### config.mk
export PLATFORM = sky130hd
export DESIGN_NAME = sbox_gen_lut
export DESIGN_NICKNAME = d
export VERILOG_FILES = /design/src/rtl/sbox_gen_lut.sv
export SDC_FILE = /design/constraint.sdc
export NUM_CORES = 2
export LEC_CHECK = 0
export BUFFER_PORTS_ARGS = -buffer_cell sky130_fd_sc_hd__buf_2
export CELL_PAD_IN_SITES_DETAIL_PLACEMENT = 0
export CELL_PAD_IN_SITES_GLOBAL_PLACEMENT = 1
export CORE_MARGIN = 2
export CORE_UTILIZATION = 39
export CTS_CLUSTER_SIZE = 24
export DETAILED_ROUTE_END_ITERATION = 10
export PLACE_DENSITY_LB_ADDON = 0.1
export SYNTH_ARGS = -nofsm -noshare
export SYNTH_HDL_FRONTEND = slang
export SYNTH_SLANG_ARGS = --single-unit
### constraint.sdc
create_clock -name clk -period 13.7 [get_ports clk]
set_input_delay 2.74 -clock clk [delete_from_list [all_inputs] [get_ports clk]]
set_output_delay 2.74 -clock clk [all_outputs]
set_load 0.03 [all_outputs]
### src/rtl/sbox_gen_lut.sv
// S-box table builder: keeps first occurrences of a sample stream to build a forward permutation
// and its inverse, then serves single-cycle forward/inverse lookups until cleared or reset.
module sbox_gen_lut #(
    parameter int unsigned BIT_WIDTH = 8,
    parameter int unsigned DUP_W     = 16
) (
    input  logic                 clk,
    input  logic                 reset_n,
    input  logic                 clear,
    input  logic                 tvalid,
    input  logic [BIT_WIDTH-1:0] V,
    output logic                 tready,
    output logic                 acc_valid,
    output logic [BIT_WIDTH-1:0] acc_data,
    output logic                 rej_valid,
    output logic [DUP_W-1:0]     dup_cnt,
    output logic [BIT_WIDTH:0]   count,
    output logic                 done,
    output logic                 lut_ready,
    input  logic                 lk_valid,
    input  logic                 lk_inv,
    input  logic [BIT_WIDTH-1:0] lk_addr,
    output logic                 lk_out_valid,
    output logic [BIT_WIDTH-1:0] lk_out,
    output logic                 lk_err
);
    localparam int unsigned SIZE = 1 << BIT_WIDTH;

    typedef enum logic {StBuild, StReady} state_e;
    state_e state_q, state_d;

    logic [SIZE-1:0]      used_q;
    logic [BIT_WIDTH-1:0] fwd_q [SIZE];
    logic [BIT_WIDTH-1:0] inv_q [SIZE];
    logic [BIT_WIDTH:0]   count_q;
    logic [DUP_W-1:0]     dup_q;
    logic [BIT_WIDTH-1:0] acc_data_q, lk_out_q;
    logic                 acc_valid_q, rej_valid_q, done_q, lk_out_valid_q, lk_err_q;

    logic accept, reject, last, lk_hit, lk_miss;

    always_comb begin
        state_d = state_q;
        accept  = 1'b0;
        reject  = 1'b0;
        lk_hit  = 1'b0;
        lk_miss = 1'b0;
        last    = (count_q == (BIT_WIDTH + 1)'(SIZE - 1));
        // clear wins over samples and lookups arriving in the same cycle
        if (clear) begin
            state_d = StBuild;
        end else begin
            unique case (state_q)
                StBuild: begin
                    if (tvalid) begin
                        accept = !used_q[V];
                        reject = used_q[V];
                    end
                    if (accept && last) state_d = StReady;
                    lk_miss = lk_valid;
                end
                StReady: lk_hit = lk_valid;
                default: state_d = StBuild;
            endcase
        end
    end

    always_ff @(posedge clk or negedge reset_n) begin
        if (!reset_n) begin
            state_q        <= StBuild;
            used_q         <= '0;
            count_q        <= '0;
            dup_q          <= '0;
            acc_valid_q    <= 1'b0;
            acc_data_q     <= '0;
            rej_valid_q    <= 1'b0;
            done_q         <= 1'b0;
            lk_out_valid_q <= 1'b0;
            lk_out_q       <= '0;
            lk_err_q       <= 1'b0;
        end else begin
            state_q        <= state_d;
            acc_valid_q    <= accept;
            rej_valid_q    <= reject;
            done_q         <= accept && last;
            lk_out_valid_q <= lk_hit;
            lk_err_q       <= lk_miss;
            if (accept) acc_data_q <= V;
            if (lk_hit) lk_out_q <= lk_inv ? inv_q[lk_addr] : fwd_q[lk_addr];
            if (clear) begin
                used_q  <= '0;
                count_q <= '0;
                dup_q   <= '0;
            end else begin
                if (accept) begin
                    used_q[V] <= 1'b1;
                    count_q   <= count_q + 1'b1;
                end
                if (reject && (dup_q != '1)) dup_q <= dup_q + 1'b1;
            end
        end
    end

    // Table storage is not reset; the used bits alone decide what is valid.
    always_ff @(posedge clk) begin
        if (accept) begin
            fwd_q[count_q[BIT_WIDTH-1:0]] <= V;
            inv_q[V]                      <= count_q[BIT_WIDTH-1:0];
        end
    end

    assign tready       = (state_q == StBuild);
    assign lut_ready    = (state_q == StReady);
    assign acc_valid    = acc_valid_q;
    assign acc_data     = acc_data_q;
    assign rej_valid    = rej_valid_q;
    assign dup_cnt      = dup_q;
    assign count        = count_q;
    assign done         = done_q;
    assign lk_out_valid = lk_out_valid_q;
    assign lk_out       = lk_out_q;
    assign lk_err       = lk_err_q;

endmodule

==> impl_metrics.yaml <==
pwr:
  internal_power_mw: 22.4
  p_switching_mw: 6.13
  ir_drop_mv: 0.118
  combPwrFrac_pct: 4.2
  power.density_nw_per_um2: 146
  p_seq_share_pct: 51.4
  switching_share_pct: 21.5
  leakage_nw: 59.3
  p_clk_share_pct: 44.4
synth:
  syn-cell-area_um2: 171000
  synth-async-reset-ratio_pct: 6.89
  synthFlopType: "edfxtp_1"
  yosysTopAreaCellShare_pct: 71.7
  synthCells: 7890
  synth-seq-area-share_pct: 76.1
  synth.avg_cell_area_um2: 21.7
  synthXorXnorAreaFrac_pct: 0.0102
  syn_nets: 7918
  ys_warn_count: 0
  yosysUniqueCellTypes: 63
  yosysTopAreaCell: "edfxtp_1"
  synth_top_family_by_area: "multiplexers"
  yosysMostFrequentCell: "edfxtp_1"
  synth-simple-area-share_pct: 2.19
  ys_top_cells_by_area: "edfxtp_1 72%, mux4_2 18%, dfrtp_1 4.4%"
  synth-compound-area-share_pct: 2.04
  yosys-mux-area-fraction_pct: 18.0
  synth_common_cells: "4,096 x edfxtp_1, 1,345 x mux4_2, 552 x nor2_1"
  synth-seq-cells: 4399
  synth_fa_ha_area_share_pct: 0.0438
  synth_edf_count: 4096
placed_design:
  dp.final_hpwl_um: 306000
  place_congestion: 0.817
  preCtsSetupSlack_ns: 5.00
  portBuffers: 69
  dp.cells: 13500
  place_area_um2: 179000
global_route:
  grt_pass1_vias: 84500
  grt_max_degree: 195
  grt_overflow: 0
  grt_util_all_layers_pct: 21.8
  antenna_found_initial: 24
  grt_pass1_wl_um: 686000
outcome:
  status: "complete, no violations"
clock_network:
  clock-root-buffer: "clkbuf_16"
  cts_setup_buffers: 0
  cts_inserted_buffers: 462
  cts_resized: 0
  cts_hold_buf: 0
  htreeDepth: 5
  tritoncts: "done"
  clkSlewWorstSetupHoldPaths_ns: 0.06
  clk_latency_ns: 1.00
  clockBufferDepth: 4
  numClockSinks: 4399
die:
  die_h_um: 667
  die_area_um2: 445000
  design.core.area_um2: 438000
  start_util_pct: 39.2
  fp.dieW_um: 667
  rows: 243
  ios: 70
critical_path:
  worstSetupPathType: "in2reg"
  required_ns: 14.31
  critPathArrivalTime_ns: 8.29
  worstPathMaxFanout: 38
  cp-start-kind: "input port"
  setup.worst_path.end_class: "register"
drt:
  drc: 0
  wl_per_cell_um: 34.0
  viasPerCell: 5.69
  routed_wl_um: 487000
  ant_nets: 0
  drtIter0Drc: 8714
  via_count: 81600
  drt-pass1-iter-count: 6
timing:
  period_share_pct: 56.0
  min_period_ns: 7.68
  tns_ns: 0
  fin_worst_skew_ns: 0.0560
  timing.max_slew.rel_slack_pct: 16.4
  hold_viol: 0
  maxSlewViolCount: 0
  clock.fmax_mhz: 130
  max_slew.worst_pin.slew_ns: 1.25
  rsz0062_at_grt: "false"
  setup_slack_ns: 6.02
  setup_viol: 0
layout:
  fin_util_pct: 44.5
  synthToLayoutAreaGrowth_pct: 13.5
  nNetsFinal: 8197
  final_area_um2: 195000
  stdcell_count: 14300
  drive_gt1_share_pct: 28.4
worst_hold_path:
  hp-class: "reg2reg"
job:
  max_cap_violations: 0
## flip-flops by register name, indices dropped and copies added, names as in the netlist
name          count
acc_data          8
fwd_q          2048
dup_cnt          16
inv_q          2048
done              1
lk_out            8
used_q          256
lut_ready         1
acc_valid         1
lk_err            1
count             9
lk_out_valid      1
rej_valid         1
## stage by stage
stage	hold WS, ns	total power, mW
2_1_floorplan	0.473	15.6
3_3_place_gp	0.478	16.2
3_5_place_dp	0.492	16.2
4_1_cts	0.504	28.8
5_1_grt	0.522	29.4
6_report	0.502	28.5
## routing by layer
layer / track usage [%] / share of wire, % / up-vias
met1: 30.8 / 43 / 44900
met2: 36.0 / 49 / 2571
met4: 5.47 / 2.5 / 4
met5: 0 / 0.0053 / -
met3: 2.79 / 4.9 / 571
li1: - / - / 33500
## layout make-up
class	instances	area (µm²)
fillers	36800	243000
repair buffers	292	2370
clock inverters	301	3190
multi-input cells	2795	38400
clock buffers	557	12100
well taps	5757	7200
diodes	10	25.0
flip-flops and latches	4399	131000
inverters	219	822
## critical path, cell delays in order
cell and delay [ns]:
buf_8 0.23, buf_4 0.51, mux4_2 0.58, mux4_2 0.48
a22oi_1 0.26, o311a_1 0.21, o311a_1 0.79, o21ai_4 0.25
buf_4 0.27, or2_2 0.61, nor3_1 1.07
## placed cells by master, fill, tap and decap left out, types with 13 or more instances in the layout
| master | n |
|---|---|
| edfxtp_1 | 4096 |
| mux4_2 | 1345 |
| nor2_1 | 552 |
| clkbuf_16 | 467 |
| dfrtp_1 | 295 |
| o22ai_1 | 279 |
| inv_1 | 219 |
| buf_4 | 207 |
| nand2_1 | 163 |
| clkinv_1 | 95 |
| clkinv_2 | 94 |
| clkbuf_1 | 81 |
| bufinv_16 | 56 |
| o21ba_2 | 55 |
| buf_2 | 54 |
| nor3_1 | 49 |
| mux2i_1 | 44 |
| o211ai_1 | 23 |
| and3_1 | 22 |
| clkinvlp_4 | 21 |
| and2_1 | 20 |
| nor2b_1 | 19 |
| a22oi_1 | 19 |
| nand2b_1 | 17 |
| buf_12 | 17 |
| a21oi_1 | 16 |
| nand3_1 | 15 |
| o22a_1 | 14 |
| buf_8 | 13 |
## worst paths after layout
| kind | from | to | slack [ns] | cells past startpoint |
|---|---|---|---|---|
| worst max-delay path | V[0] | inv_q[138][2] | 6.02 | 11 |
| worst min-delay path | lk_out[0] | lk_out[0] | 0.50 | 2 |
| worst max register to register | used_q[174] | inv_q[138][2] | 8.41 | 9 |
| worst min register to register | lk_out[0] | lk_out[0] | 0.50 | 2 |
| max in group asynchronous | reset_n | used_q[13] | 8.87 | 4 |
| min in group asynchronous | reset_n | dup_cnt[13] | 1.74 | 1 |
## cell families (layout without fill, tap and decap cells)
group / Yosys count / count (layout)
compound gates: 492 / 492
xor+xnor: 2 / 2
fa+ha+maj: 6 / 6
buf+inv: 696 / 1369
flops: 4399 / 4399
mux: 1400 / 1400
other cells: 0 / 10
simple gates: 895 / 895
## power by group through the flow
stage	Combinational, mW	Sequential [mW]	Clock, mW
floorplan	0.617	15.0	0
global placement	1.23	14.9	0
detailed placement	1.24	14.9	0
CTS	1.24	14.7	12.9
global route	1.27	14.6	13.5
finish	1.20	14.7	12.7
Note: power is estimated with default switching activity, not from simulation.
